--- src/rtl/shift_add_mac_seq.sv ---
// rtl/shift_add_mac_seq.sv - bit-serial shift-add unsigned multiply-accumulate sequencer
// Optional early exit on exhausted multiplier bits: SHIFT_ADD_MAC_EARLY_EXIT_EN
module shift_add_mac_seq #(
    parameter int WIDTH = 8,
    parameter int ACC_W = 20
) (
    input  logic             clk,
    input  logic             rst_n,
    input  logic             in_valid,
    output logic             in_ready,
    input  logic [WIDTH-1:0] op_a,
    input  logic [WIDTH-1:0] op_b,
    input  logic             acc_clr,
    output logic             out_valid,
    input  logic             out_ready,
    output logic [ACC_W-1:0] result,
    output logic             ovf,
    output logic             busy
);

    localparam int CW = $clog2(WIDTH + 1);
    localparam int PW = 2 * WIDTH;

    typedef enum logic [1:0] {
        S_IDLE,
        S_MUL,
        S_ACC,
        S_DONE
    } state_t;

    state_t           state_q, state_d;
    logic [CW-1:0]    count_q, count_d;
    logic [WIDTH-1:0] a_q, a_d;
    logic [WIDTH-1:0] b_q, b_d;
    logic             clr_q, clr_d;
    logic [PW-1:0]    partial_q, partial_d;
    logic [ACC_W-1:0] acc_q, acc_d;
    logic [ACC_W-1:0] result_q, result_d;
    logic             ovf_q, ovf_d;

    logic [PW-1:0]    addend;
    logic [ACC_W-1:0] acc_base;
    logic [ACC_W:0]   acc_sum;
    logic             last_bit;
    logic             in_fire;
    logic             out_fire;

    assign in_fire  = in_valid && (state_q == S_IDLE);
    assign out_fire = out_ready && (state_q == S_DONE);

    always_comb begin
        addend   = PW'(a_q) << count_q;
        acc_base = clr_q ? '0 : acc_q;
        // Extra top bit of the sum is the carry-out that feeds the sticky flag.
        acc_sum  = {1'b0, acc_base} + (ACC_W + 1)'(partial_q);
`ifdef SHIFT_ADD_MAC_EARLY_EXIT_EN
        last_bit = (b_q >> (count_q + CW'(1))) == '0;
`else
        last_bit = (count_q == CW'(WIDTH - 1));
`endif
    end

    always_comb begin
        state_d   = state_q;
        count_d   = count_q;
        a_d       = a_q;
        b_d       = b_q;
        clr_d     = clr_q;
        partial_d = partial_q;
        acc_d     = acc_q;
        result_d  = result_q;
        ovf_d     = ovf_q;

        case (state_q)
            S_IDLE: begin
                if (in_fire) begin
                    a_d       = op_a;
                    b_d       = op_b;
                    clr_d     = acc_clr;
                    partial_d = '0;
                    count_d   = '0;
`ifdef SHIFT_ADD_MAC_EARLY_EXIT_EN
                    state_d   = (op_b == '0) ? S_ACC : S_MUL;
`else
                    state_d   = S_MUL;
`endif
                end
            end
            S_MUL: begin
                if (b_q[count_q[$clog2(WIDTH)-1:0]]) begin
                    partial_d = partial_q + addend;
                end
                count_d = count_q + CW'(1);
                if (last_bit) begin
                    state_d = S_ACC;
                end
            end
            S_ACC: begin
                acc_d    = acc_sum[ACC_W-1:0];
                result_d = acc_sum[ACC_W-1:0];
                ovf_d    = (clr_q ? 1'b0 : ovf_q) | acc_sum[ACC_W];
                state_d  = S_DONE;
            end
            S_DONE: begin
                if (out_fire) begin
                    state_d = S_IDLE;
                end
            end
            default: state_d = S_IDLE;
        endcase
    end

    always_ff @(posedge clk or negedge rst_n) begin
        if (!rst_n) begin
            state_q   <= S_IDLE;
            count_q   <= '0;
            a_q       <= '0;
            b_q       <= '0;
            clr_q     <= 1'b0;
            partial_q <= '0;
            acc_q     <= '0;
            result_q  <= '0;
            ovf_q     <= 1'b0;
        end else begin
            state_q   <= state_d;
            count_q   <= count_d;
            a_q       <= a_d;
            b_q       <= b_d;
            clr_q     <= clr_d;
            partial_q <= partial_d;
            acc_q     <= acc_d;
            result_q  <= result_d;
            ovf_q     <= ovf_d;
        end
    end

    assign in_ready  = (state_q == S_IDLE);
    assign busy      = (state_q != S_IDLE);
    assign out_valid = (state_q == S_DONE);
    assign result    = result_q;
    assign ovf       = ovf_q;

endmodule

--- config.mk ---
export PLATFORM = sky130hd
export DESIGN_NAME = shift_add_mac_seq
export DESIGN_NICKNAME = d
export VERILOG_FILES = /design/src/rtl/shift_add_mac_seq.sv
export SDC_FILE = /design/constraint.sdc
export NUM_CORES = 1
export LEC_CHECK = 0
export CORE_MARGIN = 8
export CORE_UTILIZATION = 40
export CTS_BUF_LIST = sky130_fd_sc_hd__clkbuf_8
export DETAILED_ROUTE_END_ITERATION = 10
export SETUP_SLACK_MARGIN = 0.4
export SYNTH_ARGS = -nofsm -noshare
export SYNTH_HDL_FRONTEND = slang
export SYNTH_SLANG_ARGS = --single-unit
--- constraint.sdc ---
create_clock -name clk -period 3.9 [get_ports clk]
set_clock_uncertainty 0.2 [all_clocks]
set_input_delay 0.585 -clock clk [delete_from_list [all_inputs] [get_ports clk]]
set_output_delay 0.585 -clock clk [all_outputs]
set_load 0.02 [all_outputs]
## Yosys cells after proc, flatten, opt, wreduce, memory -nomap -nowiden

Cells that the tools add are included.

- Flip-flop bits (word level): 60
- Input port bits: 21
- Output and inout port bits: 24

- Add/subtract/negate cells: 3
- $lt $le $gt $ge: 1
- Eq/ne operators: 8
- Shifts and indexed selects: 1
- Muxes and demuxes: 13
- Bitwise operators: 1
- Reductions and logical operators: 9

Operators by type and width:

| kind | count |
|---|---|
| 16-bit 2-to-1 mux | 2 |
| 16-bit one-hot mux with 2 select lines | 1 |
| 20-bit by 16-bit adder with 21-bit output | 1 |
| 20-bit 2-to-1 mux | 1 |
| 16-bit adder | 1 |
| 8-bit by 4-bit left shift with 16-bit output | 1 |
| 2-bit one-hot mux with 4 select lines | 1 |
| 4-bit one-hot mux with 2 select lines | 1 |
| 2-bit 2-to-1 mux | 3 |
| 3-bit AND reduction | 2 |
| 4-bit by 1-bit adder with 4-bit output, second input constant | 1 |
| 2-bit equality test, second input constant | 2 |
| 4-bit by 3-bit equality test with 1-bit output, second input constant | 1 |
| 3-bit by 4-bit less-than comparator with 1-bit output, second input constant | 1 |
| 4-bit 2-to-1 mux | 1 |
| 2-bit by 1-bit inequality test with 1-bit output, second input constant | 2 |
| 2-bit inequality test, second input constant | 2 |
| 2-bit AND reduction | 2 |
| 2-bit nonzero test | 2 |
| 1-bit binary-select mux with 3-bit select | 1 |
| 2-bit by 1-bit equality test with 1-bit output, second input constant | 1 |
| 1-bit logical AND | 2 |
| 2-bit logical NOT | 1 |
| 1-bit 2-to-1 mux | 2 |
| 1-bit bitwise OR | 1 |

## Logic depth before layout (Yosys ltp)

- Word-level depth: 4
- Depth in mapped cells: 16
- Depth with buffers taken out: 14

## Worst setup path after synthesis

OpenSTA, ideal clock, no wires.

- Path type: register -> register
- Start: register count_q[0]
- End: register partial_q[15]
- Arrival: 3.281 ns
- Slack: 0.295 ns
- Stages on the path, launching flop included: 16
- Period minus slack after synthesis: 3.605 ns
- Cell sequence: dfrtp_1 > buf_6 > clkbuf_1 > mux2_2 > nor2_1 > a21oi_1 > a32oi_1 > o22ai_1 > ha_1 > a211o_1 > nor3_1 > o21ai_0 > nor4bb_1 > or3_4 > and4b_1 > a211o_1

- Word-level cells in the longest chain between the ends: 4
- Elaborated cells on any way between the ends: 8
- Classes of those cells: 1 x add/sub; 1 x eq/ne; 1 x shift; 4 x mux; 1 x reduce/logical

Ends and longest elaborated chain:

| what | RTL line | text |
|---|---|---|
| start, declared | 32 | `logic [CW-1:0] count_q, count_d;` |
| start signal, assigned | 126 | `count_q <= count_d;` |
| 8-bit by 4-bit left shift with 16-bit output or 1-bit binary-select mux with 3-bit select (tied branches) | 52, 90 |  |
| 16-bit adder or 1-bit 2-to-1 mux (tied branches) | 91, 90 |  |
| 16-bit 2-to-1 mux or 2-bit inequality test (tied branches) | -- |  |
| 16-bit one-hot mux with 2 select lines or 3-bit AND reduction (tied branches) | -- |  |
| end signal, assigned | 130 | `partial_q <= partial_d;` |
| end, declared | 36 | `logic [PW-1:0] partial_q, partial_d;` |

Parallel ways exist; a longest one is shown, timed or not. The select of a mux whose other input is x is not followed.
A chain may end at the register's enable or synchronous reset.

## Worst setup path after layout

- Start: register count_q[0]
- End: register partial_q[14]

The elaborated chain is that of the path after synthesis.

==> summary.md <==
| Metric | Value |
|---|---|
| Synthesized instance count | 468 |
| GRT busiest layer | met2 |
| Rows | 38 |
| RSZ-0062 raised after global routing | no |
| Placed cells | between 600 and 700 |
| Initial antenna violation count | 0 |
| Final estimated routing congestion in global placement | 0.8793 |
| Setup TNS | 0 ps |
| Fin nets | 580 |
| Min-delay src | b_q[7] |
| FMAX | 298.7 MHz |
| Post-DP HPWL | 7630 um |
| Longest Clk Path Bufs | 2 |
| Clock Latency Late Sink | 340 ps |
| Max rail drop VDD | 355.6 uV |
| Drt wl/cell | 15.80 um |
| # IOs | 45 |
| First-pass GRT wire length | ~18,000 um |
| Die height | approximately 120 um |
| Met2 usage | 0.2412 |
| TritonCTS clock tree | yes |
| Hold WC Path Type | reg2reg |
| Clock sinks | 60 |
| Leak | 2.468 nW |
| # setup viols final | 0 |
| H-tree depth | 3 |
| Req. time, crit path | 3990 ps |
| Mapped Nets | around 530 |
| #FFs+latches synth | 60 |
| Ys async rst share | 1.000 |
| Least-Margin Pin Slew | 834.6 ps |
| Worst R2R Start | count_q[0] |
| Synthesized area per cell | 9.550 um2 |
| Met1 usage | 0.1841 |
| DRC viols | 0 |
| CP startpoint kind | flip-flop |
| Beginning of the critical path | count_q[0] |
| Pins Over Slew Limit | 0 |
| Total gr overflow | 0 |
| Global-route usage over all layers | 0.1454 |
| Register area share after synthesis | 0.3359 |
| EDFF count, synth | 0 |
| Post-route insts no fill | 666 |
| Top FF cell, synth | dfrtp_1 |
| Die width | 121.7 um |
| Clock root buffer | clkbuf_8 |
| CTS buffer count | 9 |
| Max Cap Violations | 0 |
| Period utilization | 0.8583 |
| PwrDens | 872.1 nW/um2 |
| Global routing usage on met3 | 0.03841 |
| Total of fill cells in the finished design | 998 |
| WS Path Type | reg2reg |
| Post-Syn Area | 4469 um2 |
| Die area | between 10,000 and 15,000 um2 |
| Number of diodes | 0 |
| Initial DRC Count | 272 |
| Final ANT Viol Nets | 0 |
| Share of layout cells above drive strength 1 | 0.2053 |
| Drt first pass iters | 4 |
| Run status | finished, final reports clean |
| Clock-pin slew on the worst setup and hold paths | 80 ps |
| Relative slew slack | 0.4435 |
| WL final | 10,530 um |
| Final hold violation count | 0 |
| Synth warnings | 0 |
| Via density | 5.548 |
| Vias in the first global route | 3,638 |
| Vias | 3,695 |
| Yosys cell types | 64 |
| Worst path arrival time | roughly 3400 ps |
| Largest net degree at the start of global routing | 43 |
| Area grow syn2layout | 23.35% |
| Nature of the critical path endpoint | flip-flop |
| Port-buffer cells | 44 |
| Starting Density | 0.4105 |
| Crit path time final | 3347 ps |
| Core area | 10,890 um2 |
| Crit-path max FO | 6 |
[final timing paths]
kind	endpoint	slack (ps)	cells after the start
worst max-delay path	partial_q[14]	550	11
worst min-delay path	b_q[7]	300	1
worst max register to register	partial_q[14]	550	11
worst min register to register	b_q[7]	300	1
max in group asynchronous	count_q[0]	2040	3
min in group asynchronous	result[4]	510	2
[cell usage after synthesis, types with 3 or more instances]
cell,instances,share of area
a22o_1,14,0.027
o21ai_0,26,0.029
nor3_1,14,0.016
dfrtp_1,60,0.34
xor2_1,7,0.014
a21oi_1,32,0.036
mux2_2,33,0.083
mux2i_1,7,0.016
xnor2_1,17,0.033
nor2b_1,20,0.028
clkbuf_1,12,0.010
o221ai_1,3,0.0059
ha_1,36,0.10
nand2_1,30,0.025
nand3_1,10,0.011
o31ai_1,3,0.0050
inv_1,19,0.016
nand2b_1,6,0.0084
o21a_1,8,0.013
and2_1,3,0.0042
a211oi_1,3,0.0050
mux2_4,3,0.010
a21o_1,10,0.017
nor2_1,30,0.025
nand4_1,5,0.0070
o22ai_1,4,0.0056
buf_6,3,0.0076
or3_1,4,0.0056
[worst max-delay path: stages, from the launching register on]
cell	delay [ps]
dfrtp_2	470
mux2i_1	160
or2_2	310
or3_4	350
fa_2	380
nor2b_1	110
o21ai_0	110
a21boi_1	260
o221ai_2	210
a2111oi_4	330
mux2_2	360
nand2_1	50
[logic make-up after synthesis]
kind of cell             Yosys count  share of synthesized area
AO/OA/AOI/OAI                    128                     0.1926
XOR/XNOR                          24                    0.04703
AND/OR/NAND/NOR                  132                     0.1492
buffers and inverters             40                    0.03975
adder cells (fa/ha/maj)           38                     0.1097
flip-flops                        60                     0.3359
multiplexers                      46                     0.1257
[routing by layer]
layer | up-vias | wire length, um
met1 | 1786 | 4927
li1 | 1831 | -
met4 | 0 | 127
met3 | 10 | 448
met5 | - | 0
met2 | 68 | 5021
[state kept, by name, indices dropped and copies added, names as in the netlist]
name and flops:
result 20, partial_q 16, a_q 8, b_q 8
count_q 4, state_q 2, clr_q 1, ovf 1
[area by class of cell]
cell class | count | area (um2) | share of cell area
Multi-Input combinational cell | 368 | 2947 | 0.5345
Sequential cell | 60 | 1504 | 0.2728
Timing Repair Buffer | 61 | 573.1 | 0.1039
Tap cell | 140 | 175.2 | 0.03177
Clock buffer | 11 | 151.4 | 0.02746
Clock inverter | 5 | 83.83 | 0.01521
Inverter | 21 | 78.83 | 0.01430
[power breakdown]
group,internal (W),switching (W)
logic,0.00144,0.00158
clock network,0.000396,0.000279
registers,0.000867,0.000241
total,0.00270,0.00210
[through the flow]
stage	hold slack [ps]	setup slack [ps]	total power [W]	util	cell area [um2]
global placement	276.2	209.3	0.003777	0.4637	5049
floorplan	89.41	422.9	0.003171	-	4471
detailed placement	290.0	149.6	0.003833	0.4637	5049
CTS	307.9	401.4	0.004572	0.4900	5335
global route	328.3	346.0	0.005196	0.5063	5513
finish	303.6	552.6	0.004808	0.5063	5513
[what timing repair did]
item                                   4_1_cts  5_1_grt
cloned                                       0        0
setup endpoints to repair                    3        4
resized for setup                            7       33
hold buffers                                 1        0
setup buffers                                3        4
pin swaps                                    3       18
endpoints found under the hold margin       18        0
[cell usage in the layout, fill, tap and decap left out, types with 6 or more instances in the layout]
cell / synthesis / layout
o21ai_0: 26 / 22
nor2b_1: 20 / 19
clkdlybuf4s50_1: 0 / 43
nor2_1: 30 / 28
nor3_1: 14 / 12
buf_4: 1 / 14
ha_1: 36 / 32
mux2_2: 33 / 32
nand2_1: 30 / 30
o21a_1: 8 / 8
dfrtp_1: 60 / 58
inv_1: 19 / 19
nand2b_1: 6 / 6
a21oi_1: 32 / 29
nand3_1: 10 / 10
clkbuf_8: 0 / 11
a21o_1: 10 / 10
xnor2_1: 17 / 17
xor2_1: 7 / 7
a22o_1: 14 / 14
Note: power is estimated with default switching activity, not from simulation.
